$ cat src/rtl/ppi_pkg.sv
// Shared helpers for the polyphase interpolator blocks: FSM states, width
// arithmetic and the round/shift/saturate step applied to every phase result.
package ppi_pkg;

  typedef enum logic [1:0] {
    ST_IDLE = 2'd0,
    ST_MAC  = 2'd1,
    ST_DONE = 2'd2
  } ppi_state_t;

  function automatic int clog2(input int n);
    int r;
    r = 0;
    while ((1 << r) < n) r = r + 1;
    return r;
  endfunction

  // One guard bit minimum so a single-tap bank still has headroom for rounding.
  function automatic int acc_width(input int idata_w, input int coeff_w, input int taps);
    return idata_w + coeff_w + ((clog2(taps) == 0) ? 1 : clog2(taps));
  endfunction

  // Round half up, arithmetic shift, then clamp to a signed out_w range.
  // Worked in 64 bits so the rounding add cannot wrap for any legal accumulator.
  function automatic logic signed [63:0] round_sat(input logic signed [63:0] v,
                                                   input int shift, input int out_w);
    logic signed [63:0] r;
    logic signed [63:0] hi;
    logic signed [63:0] lo;
    r = v;
    if (shift > 0) r = (v + (64'sd1 <<< (shift - 1))) >>> shift;
    if (out_w >= 64) return r;
    hi = (64'sd1 <<< (out_w - 1)) - 64'sd1;
    lo = -(64'sd1 <<< (out_w - 1));
    if (r > hi) return hi;
    if (r < lo) return lo;
    return r;
  endfunction

endpackage

$ cat src/rtl/ppi_mac.sv
// Registered signed multiply-accumulate; 'first' restarts the sum from the
// current product. 'sum' is the combinational next value used for the last tap.
module ppi_mac #(
  parameter int gp_a_width   = 16,
  parameter int gp_b_width   = 16,
  parameter int gp_acc_width = 33
) (
  input  logic                           i_clk,
  input  logic                           i_rst_an,
  input  logic                           en,
  input  logic                           first,
  input  logic signed [gp_a_width-1:0]   a,
  input  logic signed [gp_b_width-1:0]   b,
  output logic signed [gp_acc_width-1:0] acc,
  output logic signed [gp_acc_width-1:0] sum
);

  localparam int PROD_W = gp_a_width + gp_b_width;

  logic signed [PROD_W-1:0]       prod;
  logic signed [gp_acc_width-1:0] prod_ext;
  logic signed [gp_acc_width-1:0] base;

  assign prod     = a * b;
  assign prod_ext = {{(gp_acc_width - PROD_W){prod[PROD_W-1]}}, prod};
  assign base     = first ? '0 : acc;
  assign sum      = base + prod_ext;

  always_ff @(posedge i_clk or negedge i_rst_an) begin
    if (!i_rst_an)  acc <= '0;
    else if (en)    acc <= sum;
  end

endmodule

$ cat src/rtl/ppi_polyphase_bank.sv
// Time-multiplexed polyphase FIR bank: one shared MAC evaluates all L phases of
// N taps per accepted sample and presents them as one packed bus, phase p in slot p.
//
//   state   | meaning
//   IDLE    | waiting for i_valid; accepting shifts the delay line
//   MAC     | one product per cycle, tap inside phase
//   DONE    | holding registers copied to o_data, o_valid strobe
module ppi_polyphase_bank
  import ppi_pkg::*;
#(
  parameter int gp_idata_width          = 16,
  parameter int gp_coeff_width          = 16,
  parameter int gp_odata_width          = 26,
  parameter int gp_interpolation_factor = 4,
  parameter int gp_nr_taps              = 2,
  parameter logic [gp_interpolation_factor*gp_nr_taps*gp_coeff_width-1:0] gp_coeffs = '0,
  parameter int gp_shift                = 0
) (
  input  logic                                         i_clk,
  input  logic                                         i_rst_an,
  input  logic                                         i_ena,
  input  logic                                         i_valid,
  input  logic signed [gp_idata_width-1:0]             i_data,
  output logic [gp_interpolation_factor*gp_odata_width-1:0] o_data,
  output logic                                         o_valid,
  output logic                                         o_busy,
  output logic                                         o_overrun
);

  localparam int L  = gp_interpolation_factor;
  localparam int N  = gp_nr_taps;
  localparam int OW = gp_odata_width;
  localparam int AW = acc_width(gp_idata_width, gp_coeff_width, N);
  localparam int PW = clog2(L);
  localparam int KW = (clog2(N) == 0) ? 1 : clog2(N);
  localparam int IW = clog2(L * N);

  ppi_state_t state_q, state_d;
  logic accept, mac_step, done, last_tap, last_phase;

  logic [PW-1:0] phase_q;
  logic [KW-1:0] tap_q;
  logic [IW-1:0] h_idx;

  logic signed [gp_idata_width-1:0] dline_q [N];
  logic signed [gp_idata_width-1:0] x_sel;
  logic signed [gp_coeff_width-1:0] h_sel;
  logic signed [AW-1:0]             acc, sum;
  logic [OW-1:0]                    y_phase;
  logic [L*OW-1:0]                  hold_q;

  assign last_tap   = (tap_q == KW'(N - 1));
  assign last_phase = (phase_q == PW'(L - 1));
  assign o_busy     = (state_q != ST_IDLE);

  always_comb begin
    state_d  = state_q;
    accept   = 1'b0;
    mac_step = 1'b0;
    done     = 1'b0;
    case (state_q)
      ST_IDLE: if (i_valid) begin
        accept  = 1'b1;
        state_d = ST_MAC;
      end
      ST_MAC: begin
        mac_step = 1'b1;
        if (last_tap && last_phase) state_d = ST_DONE;
      end
      ST_DONE: begin
        done    = 1'b1;
        state_d = ST_IDLE;
      end
      default: state_d = ST_IDLE;
    endcase
  end

  always_ff @(posedge i_clk or negedge i_rst_an) begin
    if (!i_rst_an)  state_q <= ST_IDLE;
    else if (i_ena) state_q <= state_d;
  end

  // Phase p, tap k uses prototype coefficient h[p + k*L].
  always_ff @(posedge i_clk or negedge i_rst_an) begin
    if (!i_rst_an) begin
      phase_q <= '0;
      tap_q   <= '0;
    end else if (i_ena) begin
      if (accept) begin
        phase_q <= '0;
        tap_q   <= '0;
      end else if (mac_step) begin
        if (last_tap) begin
          tap_q   <= '0;
          phase_q <= phase_q + 1'b1;
        end else begin
          tap_q <= tap_q + 1'b1;
        end
      end
    end
  end

  always_ff @(posedge i_clk or negedge i_rst_an) begin
    if (!i_rst_an) begin
      for (int i = 0; i < N; i++) dline_q[i] <= '0;
    end else if (i_ena && accept) begin
      dline_q[0] <= i_data;
      for (int i = 1; i < N; i++) dline_q[i] <= dline_q[i-1];
    end
  end

  assign h_idx   = IW'(phase_q) + IW'(tap_q) * IW'(L);
  assign h_sel   = gp_coeffs[h_idx*gp_coeff_width +: gp_coeff_width];
  assign x_sel   = dline_q[tap_q];
  assign y_phase = OW'(round_sat(64'(sum), gp_shift, OW));

  ppi_mac #(
    .gp_a_width   (gp_idata_width),
    .gp_b_width   (gp_coeff_width),
    .gp_acc_width (AW)
  ) u_mac (
    .i_clk    (i_clk),
    .i_rst_an (i_rst_an),
    .en       (i_ena && mac_step),
    .first    (tap_q == '0),
    .a        (x_sel),
    .b        (h_sel),
    .acc      (acc),
    .sum      (sum)
  );

  always_ff @(posedge i_clk or negedge i_rst_an) begin
    if (!i_rst_an)                         hold_q <= '0;
    else if (i_ena && mac_step && last_tap) hold_q[phase_q*OW +: OW] <= y_phase;
  end

  always_ff @(posedge i_clk or negedge i_rst_an) begin
    if (!i_rst_an) begin
      o_data    <= '0;
      o_valid   <= 1'b0;
      o_overrun <= 1'b0;
    end else if (i_ena) begin
      o_valid <= done;
      if (done) o_data <= hold_q;
      if (i_valid && state_q != ST_IDLE) o_overrun <= 1'b1;
    end
  end

endmodule
$ cat config.mk
export PLATFORM = sky130hd
export DESIGN_NAME = ppi_polyphase_bank
export DESIGN_NICKNAME = d
export VERILOG_FILES = /design/src/rtl/ppi_pkg.sv /design/src/rtl/ppi_mac.sv /design/src/rtl/ppi_polyphase_bank.sv
export SDC_FILE = /design/constraint.sdc
export NUM_CORES = 1
export LEC_CHECK = 0
export CORE_MARGIN = 4
export CORE_UTILIZATION = 50
export CTS_CLUSTER_SIZE = 40
export DETAILED_ROUTE_END_ITERATION = 12
export PLACE_DENSITY = 0.74
export SYNTH_ARGS = -nofsm -noshare
export SYNTH_HDL_FRONTEND = slang
export SYNTH_SLANG_ARGS = --single-unit
$ cat constraint.sdc
create_clock -name i_clk -period 5.4 [get_ports i_clk]
set_clock_uncertainty 0.15 [all_clocks]
set_input_delay 1.08 -clock i_clk [delete_from_list [all_inputs] [get_ports i_clk]]
set_output_delay 1.08 -clock i_clk [all_outputs]
set_load 0.05 [all_outputs]
==> run metrics, run 1 <==
row count 54; setup total negative slack 0 ns; total power density per cell area 369 nW/um^2; average footprint of a synthesized cell 11.7 sq um; TritonCTS clock tree done; Register-to-Register Setup Slack 1.48 ns; first-pass iteration count of the detailed router 5; Worst Path Max Fanout 18; relative area change from synthesis to final layout 18.9%; ANT cells 0; root buf cell sky130_fd_sc_hd__clkbuf_16; area of the die 24800 sq um; Slew Limit Fails 0; maximum achievable frequency 255 MHz; Register-to-Register Path Depth 8; # clock sinks 248; number of antenna violations at the first check in global routing 0; worst slew pin tran 1.13 ns; I/O pin cnt 127; register bit count reported by yosys 248; Net Count, Synth 983; effective utilization at floorplan 51.1%; TritonCTS buffer count 25; vias post-DR 8038; distinct cell type count of the synthesized netlist 62; delay of the slowest critical-path stage 0.95 ns; global-route wire length before repair 45500 microns; largest net degree at the start of global routing 126; total routing usage reported by global routing 23.2%; cts-stage hold buffer count 0; endpoint kind of the worst setup timing path flop; WP depth 8; number of buffers on the longest clock path 3; number of synthesized flops with an enable pin 0; worst-case setup slack after placement 1.61 ns; outcome finished clean; cell count after synthesis 958; width of the die 158 microns; post-layout min period 3.92 ns; unrepaired setup endpoints after global routing false; worst reg2reg startpoint phase_q[0]$_DFFE_PN0P_; # port buffers 110; Iteration-0 DRC Markers 666; Core Area 21900 sq um; startpoint of the most critical setup path phase_q[0]$_DFFE_PN0P_; Post-DRT Antenna Nets 0; worst vdd rail ir drop 0.214 mV; cell area after synthesis 11200 sq um; net count reported at finish 1068; average via count per standard cell 5.99; count of endpoints failing hold in the final timing report 0; average wire length per cell after detail routing 21.4 microns; part of the cycle the worst path needs 72.6%; number of global-route vias before repair 7996; DRC 0; clock latency of the later-clocked register in the worst-skew pair 0.53 ns; Synthesis Warnings 0; final weighted congestion in routability-driven placement 0.980; die extent in y 158 microns; worst rel slew slack 24.5%; HPWL after DPL 19800 microns; max-capacitance violation count 0; fraction of final layout cells sized beyond drive strength 1 19.8%; Worst path most repeated cell sky130_fd_sc_hd__clkinv_1; cell leakage power 6.16 nW; min setup slack post-route 1.48 ns; H-tree lvl count 1; Top FF cell, synth sky130_fd_sc_hd__dfrtp_1; share of synthesized area occupied by flip-flops and latches 55.5%; worst path arrival time 4.19 ns; Final Core Density 60.8%; buffers and inverters on the worst path 2; termination of the worst setup path hold_q[52]$_DFFE_PN0P_; asr flop ratio synth 100%; filler cell count 1743; Worst EP required 5.67 ns; delay-heaviest family, CP compound AO/OA/AOI/OAI gates; remaining global-route overflow 0; terminus of the critical flop-to-flop path hold_q[52]$_DFFE_PN0P_; number of instances resized during post-cts repair 0; total of endpoints with negative setup slack in the final report 0; start-to-end type of the worst setup path reg2reg; CP max stage cell sky130_fd_sc_hd__ha_1; Post CTS Setup Buffer Count 0; Worst-path clk slew 0.06 ns; crit start category flop; CP cell instances clkinv_1, ha_1, clkinv_1, mux2i_1, o21ai_1, nand3b_1, o21a_1, o21ai_0; path type of the worst min-delay path reg2reg; detailed-route wire length 28700 microns
==> report_power, final <==
part | leakage (nW) | switching (mW) | internal, mW
clock network | 0.410 | 0.712 | 1.01
logic | 2.30 | 0.871 | 0.336
registers | 3.45 | 0.0521 | 1.93
total | 6.16 | 1.63 | 3.27
==> worst reg2reg max path, cell delays in order (launching register included) <==
cell	delay (ns)
sky130_fd_sc_hd__dfrtp_2	0.36
sky130_fd_sc_hd__clkinv_1	0.33
sky130_fd_sc_hd__ha_1	0.95
sky130_fd_sc_hd__clkinv_1	0.56
sky130_fd_sc_hd__mux2i_1	0.22
sky130_fd_sc_hd__o21ai_1	0.75
sky130_fd_sc_hd__nand3b_1	0.14
sky130_fd_sc_hd__o21a_1	0.17
sky130_fd_sc_hd__o21ai_0	0.18
==> final cells by class <==
class | count | area [sq um] | area share, %
Multi-Input combinational cell | 630 | 4630 | 34.8
Tap cell | 280 | 350 | 2.63
Timing Repair Buffer | 125 | 1230 | 9.25
Sequential cell | 248 | 6210 | 46.7
Clock buffer | 36 | 747 | 5.61
Clock inverter | 10 | 92.6 | 0.696
Inverter | 13 | 48.8 | 0.367
==> flip-flops by register name, summed over array words and instances (netlist names) <==
register   flops
phase_q        2
u_mac.acc     33
hold_q       104
o_data       104
o_overrun      1
state_q        2
last_tap       1
o_valid        1
==> Yosys cell counts, types with 6 or more instances <==
| library cell | count | area share (%) |
|---|---|---|
| sky130_fd_sc_hd__nor2b_1 | 38 | 2.1 |
| sky130_fd_sc_hd__a22o_1 | 27 | 2.1 |
| sky130_fd_sc_hd__nor2_1 | 44 | 1.5 |
| sky130_fd_sc_hd__o221ai_1 | 6 | 0.47 |
| sky130_fd_sc_hd__nor3_1 | 14 | 0.63 |
| sky130_fd_sc_hd__mux2i_1 | 11 | 0.98 |
| sky130_fd_sc_hd__mux2_2 | 119 | 12 |
| sky130_fd_sc_hd__buf_2 | 21 | 0.94 |
| sky130_fd_sc_hd__o22ai_1 | 8 | 0.45 |
| sky130_fd_sc_hd__mux4_2 | 11 | 2.2 |
| sky130_fd_sc_hd__dfrtp_1 | 248 | 55 |
| sky130_fd_sc_hd__nand2_1 | 99 | 3.3 |
| sky130_fd_sc_hd__o21ai_0 | 74 | 3.3 |
| sky130_fd_sc_hd__a21oi_1 | 44 | 2.0 |
| sky130_fd_sc_hd__clkbuf_1 | 33 | 1.1 |
| sky130_fd_sc_hd__nand3_1 | 11 | 0.49 |
| sky130_fd_sc_hd__inv_1 | 11 | 0.37 |
| sky130_fd_sc_hd__a22oi_1 | 14 | 0.94 |
| sky130_fd_sc_hd__buf_4 | 6 | 0.40 |
| sky130_fd_sc_hd__nand2b_1 | 6 | 0.34 |
| sky130_fd_sc_hd__a21o_1 | 13 | 0.87 |
| sky130_fd_sc_hd__o21ai_1 | 7 | 0.31 |
| sky130_fd_sc_hd__o31ai_1 | 6 | 0.40 |
==> placed cells by master (no fill, tap or decap), types with 4 or more instances in the layout <==
master / Yosys / final
sky130_fd_sc_hd__a211oi_1: 4 / 4
sky130_fd_sc_hd__nor2b_1: 38 / 38
sky130_fd_sc_hd__buf_4: 6 / 14
sky130_fd_sc_hd__a21oi_1: 44 / 44
sky130_fd_sc_hd__a21oi_2: 4 / 4
sky130_fd_sc_hd__a22o_1: 27 / 27
sky130_fd_sc_hd__o21ai_0: 74 / 74
sky130_fd_sc_hd__mux4_1: 5 / 5
sky130_fd_sc_hd__clkbuf_8: 0 / 8
sky130_fd_sc_hd__nor3_1: 14 / 14
sky130_fd_sc_hd__nand2b_1: 6 / 6
sky130_fd_sc_hd__dfrtp_1: 248 / 247
sky130_fd_sc_hd__clkdlybuf4s50_1: 0 / 109
sky130_fd_sc_hd__nor2_1: 44 / 44
sky130_fd_sc_hd__nand2_1: 99 / 99
sky130_fd_sc_hd__o221ai_1: 6 / 6
sky130_fd_sc_hd__mux4_2: 11 / 11
sky130_fd_sc_hd__a22oi_1: 14 / 14
sky130_fd_sc_hd__clkbuf_16: 0 / 25
sky130_fd_sc_hd__o22ai_1: 8 / 8
sky130_fd_sc_hd__or2_2: 4 / 4
sky130_fd_sc_hd__ha_1: 5 / 5
sky130_fd_sc_hd__clkinv_2: 0 / 4
sky130_fd_sc_hd__a21o_1: 13 / 13
sky130_fd_sc_hd__and3_1: 5 / 5
sky130_fd_sc_hd__mux2_2: 119 / 119
sky130_fd_sc_hd__o31ai_1: 6 / 6
sky130_fd_sc_hd__mux2i_1: 11 / 11
sky130_fd_sc_hd__inv_1: 11 / 11
sky130_fd_sc_hd__nand3_1: 11 / 11
sky130_fd_sc_hd__o21ai_1: 7 / 7
==> layer usage <==
metal  GRT usage, %  share of wire (%)
met3           3.03                6.8
met1           32.5                 42
met4           8.60                3.4
met2           37.6                 48
met5              0                  0
==> how the worst min path moves through the flow <==
stage | startpoint | endpoint | slack (ns) | cells after the start
2_1_floorplan | hold_q[54]$_DFFE_PN0P_ | hold_q[54]$_DFFE_PN0P_ | 0.28 | 2
3_3_place_gp | hold_q[59]$_DFFE_PN0P_ | hold_q[59]$_DFFE_PN0P_ | 0.30 | 2
3_5_place_dp | o_overrun$_DFFE_PN0P_ | o_overrun$_DFFE_PN0P_ | 0.31 | 1
4_1_cts | o_overrun$_DFFE_PN0P_ | o_overrun$_DFFE_PN0P_ | 0.32 | 1
5_1_grt | o_overrun$_DFFE_PN0P_ | o_overrun$_DFFE_PN0P_ | 0.34 | 1
6_report | o_overrun$_DFFE_PN0P_ | o_overrun$_DFFE_PN0P_ | 0.32 | 1
==> kinds of logic after synthesis <==
| family | count (synthesis) | share of synthesized area [%] |
|---|---|---|
| flip-flops | 248 | 55.5 |
| AO/OA/AOI/OAI | 243 | 14.5 |
| AND/OR/NAND/NOR | 236 | 9.91 |
| multiplexers | 146 | 16.4 |
| buffers and inverters | 80 | 3.25 |
| adder cells (fa/ha/maj) | 5 | 0.559 |
==> metrics by stage <==
| stage | instance area [sq um] | total power, mW | std cells | hold slack (ns) |
|---|---|---|---|---|
| finish | 13300 | 4.91 | 1342 | 0.317 |
| global placement | 12500 | 3.18 | 1296 | 0.301 |
| detailed placement | 12500 | 3.19 | 1296 | 0.310 |
| global route | 13300 | 5.11 | 1342 | 0.339 |
| floorplan | 11200 | 2.87 | 958 | 0.285 |
| CTS | 13300 | 4.92 | 1342 | 0.323 |
Note: power is estimated with default switching activity, not from simulation.
==> run 2, diff against run 1 <==
==> constraint.sdc (replaced) <==
create_clock -name i_clk -period 3.9 [get_ports i_clk]
set_clock_uncertainty 0.15 [all_clocks]
set_input_delay 0.78 -clock i_clk [delete_from_list [all_inputs] [get_ports i_clk]]
set_output_delay 0.78 -clock i_clk [all_outputs]
set_load 0.05 [all_outputs]
==> run 2 against run 1 <==
Via count rose by 1.8%; clock power rose by 44%; cell area rose by 1.5%; critical path type unchanged; sequential power rose by 38%.
==> run metrics, run 2 (synthesis gave the netlist of run 1 again) <==
effective utilization at floorplan 51.1%; crit start category flop; cell area after placement 12600 sq um; setup total negative slack 0 ns; start-to-end type of the worst setup path reg2reg; worst-case setup slack after placement 0.542 ns; # port buffers 110; max-capacitance violation count 0; average via count per standard cell 6.00; total routing usage reported by global routing 24.5%; remaining global-route overflow 0; TritonCTS buffer count 26; first-pass iteration count of the detailed router 5; width of the die 158 microns; worst path arrival time 3.63 ns; CP cell instances inv_1, ha_1, buf_4, nor2b_1, buf_4, nand3_1, nor2_1, a22oi_1, nand2_1; post-layout min period 3.32 ns; relative contribution of the clock network to total power 35.8%; Worst path most repeated cell sky130_fd_sc_hd__buf_4; cts-stage hold buffer count 0; final weighted congestion in routability-driven placement 0.958; Top Registers hold_q x104, o_data x104, u_mac.acc x33; DRC 0; Worst-path clk slew 0.06 ns; H-tree lvl count 1; # clock sinks 248; relative area change from synthesis to final layout 20.7%; total of endpoints with negative setup slack in the final report 0; HPWL after DPL 21200 microns; leading cell type in the layout, fill and taps excluded sky130_fd_sc_hd__dfrtp_1; min setup slack post-route 0.581 ns; clock latency of the later-clocked register in the worst-skew pair 0.52 ns; number of global-route vias before repair 8179; unrepaired setup endpoints after global routing false; combinational fraction of design power 24.8%; cell leakage power 6.28 nW; fraction of power consumed by sequential logic 39.4%; worst slew pin tran 0.988 ns; number of buffers on the longest clock path 3; Worst EP required 4.21 ns; root buf cell sky130_fd_sc_hd__clkbuf_16; Post CTS Setup Buffer Count 0; detailed-route wire length 29800 microns; total power density per cell area 514 nW/um^2; row count 54; area of the die 24800 sq um; power spent charging and discharging nets 2.27 mW; number of instances resized during post-cts repair 0; average wire length per cell after detail routing 21.9 microns; count of endpoints failing hold in the final timing report 0; commonest cells after routing, fill and taps aside sky130_fd_sc_hd__dfrtp_1, sky130_fd_sc_hd__mux2_2, sky130_fd_sc_hd__clkdlybuf4s50_1; worst rel slew slack 33.9%; delay of the slowest critical-path stage 0.54 ns; Worst Path Max Fanout 11; Iteration-0 DRC Markers 587; largest net degree at the start of global routing 107; endpoint kind of the worst setup timing path flop; CP max stage cell sky130_fd_sc_hd__ha_1; switching power as a share of total power 32.7%; outcome finished clean; TritonCTS clock tree done; Core Area 21900 sq um; fraction of final layout cells sized beyond drive strength 1 20.9%; global-route wire length before repair 47500 microns; Slew Limit Fails 0; post-route design area 13500 sq um; die extent in y 158 microns; I/O pin cnt 127; net count reported at finish 1090; worst vdd rail ir drop 0.371 mV; Cell Int Power 4.67 mW; Post-DRT Antenna Nets 0; part of the cycle the worst path needs 85.1%; maximum achievable frequency 301 MHz; path type of the worst min-delay path in2async; vias post-DR 8181; number of antenna violations at the first check in global routing 0; ANT cells 0
run 2: cell types whose count changed in the layout (fill, tap and decap cells not counted), moves of 2 or more:
| cell | change |
|---|---|
| sky130_fd_sc_hd__buf_4 | +20 |
| sky130_fd_sc_hd__clkbuf_1 | +5 |
| sky130_fd_sc_hd__clkinvlp_4 | -2 |
| sky130_fd_sc_hd__clkinv_2 | -4 |
run 2: path summary, 6_finish.rpt:
path	from	end	depth (start not counted)	slack [ns]
worst max-delay path	phase_q[1]$_DFFE_PN0P_	hold_q[59]$_DFFE_PN0P_	9	0.58
worst min-delay path	i_rst_an	o_data[83]$_DFFE_PN0P_	1	0.14
worst max register to register	phase_q[1]$_DFFE_PN0P_	hold_q[59]$_DFFE_PN0P_	9	0.58
worst min register to register	hold_q[63]$_DFFE_PN0P_	hold_q[63]$_DFFE_PN0P_	2	0.32
max in group asynchronous	i_rst_an	u_mac.acc[21]$_DFFE_PN0P_	2	2.55
min in group i_clk	hold_q[63]$_DFFE_PN0P_	hold_q[63]$_DFFE_PN0P_	2	0.32
run 2: critical path, delay by kind of cell (launching register included):
family	cells	cell delay [ns]
buf+inv	3	0.63
fa+ha+maj	1	0.54
flops	1	0.37
simple gates	4	1.41
compound gates	1	0.16
run 2: area by class of cell:
class                      count  area (sq um)
multi-input combinational    630          4630
sequential                   248          6210
tap                          280           350
clock inverter                 5          92.6
inverter                      13          48.8
timing repair buffer         146          1400
clock buffer                  41           777
fill                        1752          8390
run 2: through the flow:
step | util [%] | instances | power [mW] | hold WS [ns]
floorplan | - | 958 | 3.98 | 0.285
global placement | 57.7 | 1317 | 4.46 | 0.301
detailed placement | 57.7 | 1317 | 4.48 | 0.316
CTS | 61.7 | 1363 | 6.97 | 0.182
global route | 61.7 | 1363 | 7.24 | 0.213
finish | 61.7 | 1363 | 6.95 | 0.143
run 2: routing by layer:
layer  global-route usage, %  vias to the layer above  share of wire, %
li1                        -                     3695                 -
met1                    34.5                     4110                42
met5                       0                        -                 0
met4                    8.68                        0               4.0
met3                    4.59                       72               7.1
met2                    38.6                      304                47
run 2: power by group through the flow:
stage          Combinational (mW)  Sequential [mW]  Clock [mW]
3_5_place_dp                 1.69             2.79           0
5_1_grt                      1.86             2.75        2.63
6_report                     1.72             2.74        2.49
3_3_place_gp                 1.68             2.78           0
4_1_cts                      1.70             2.74        2.53
2_1_floorplan                1.19             2.79           0
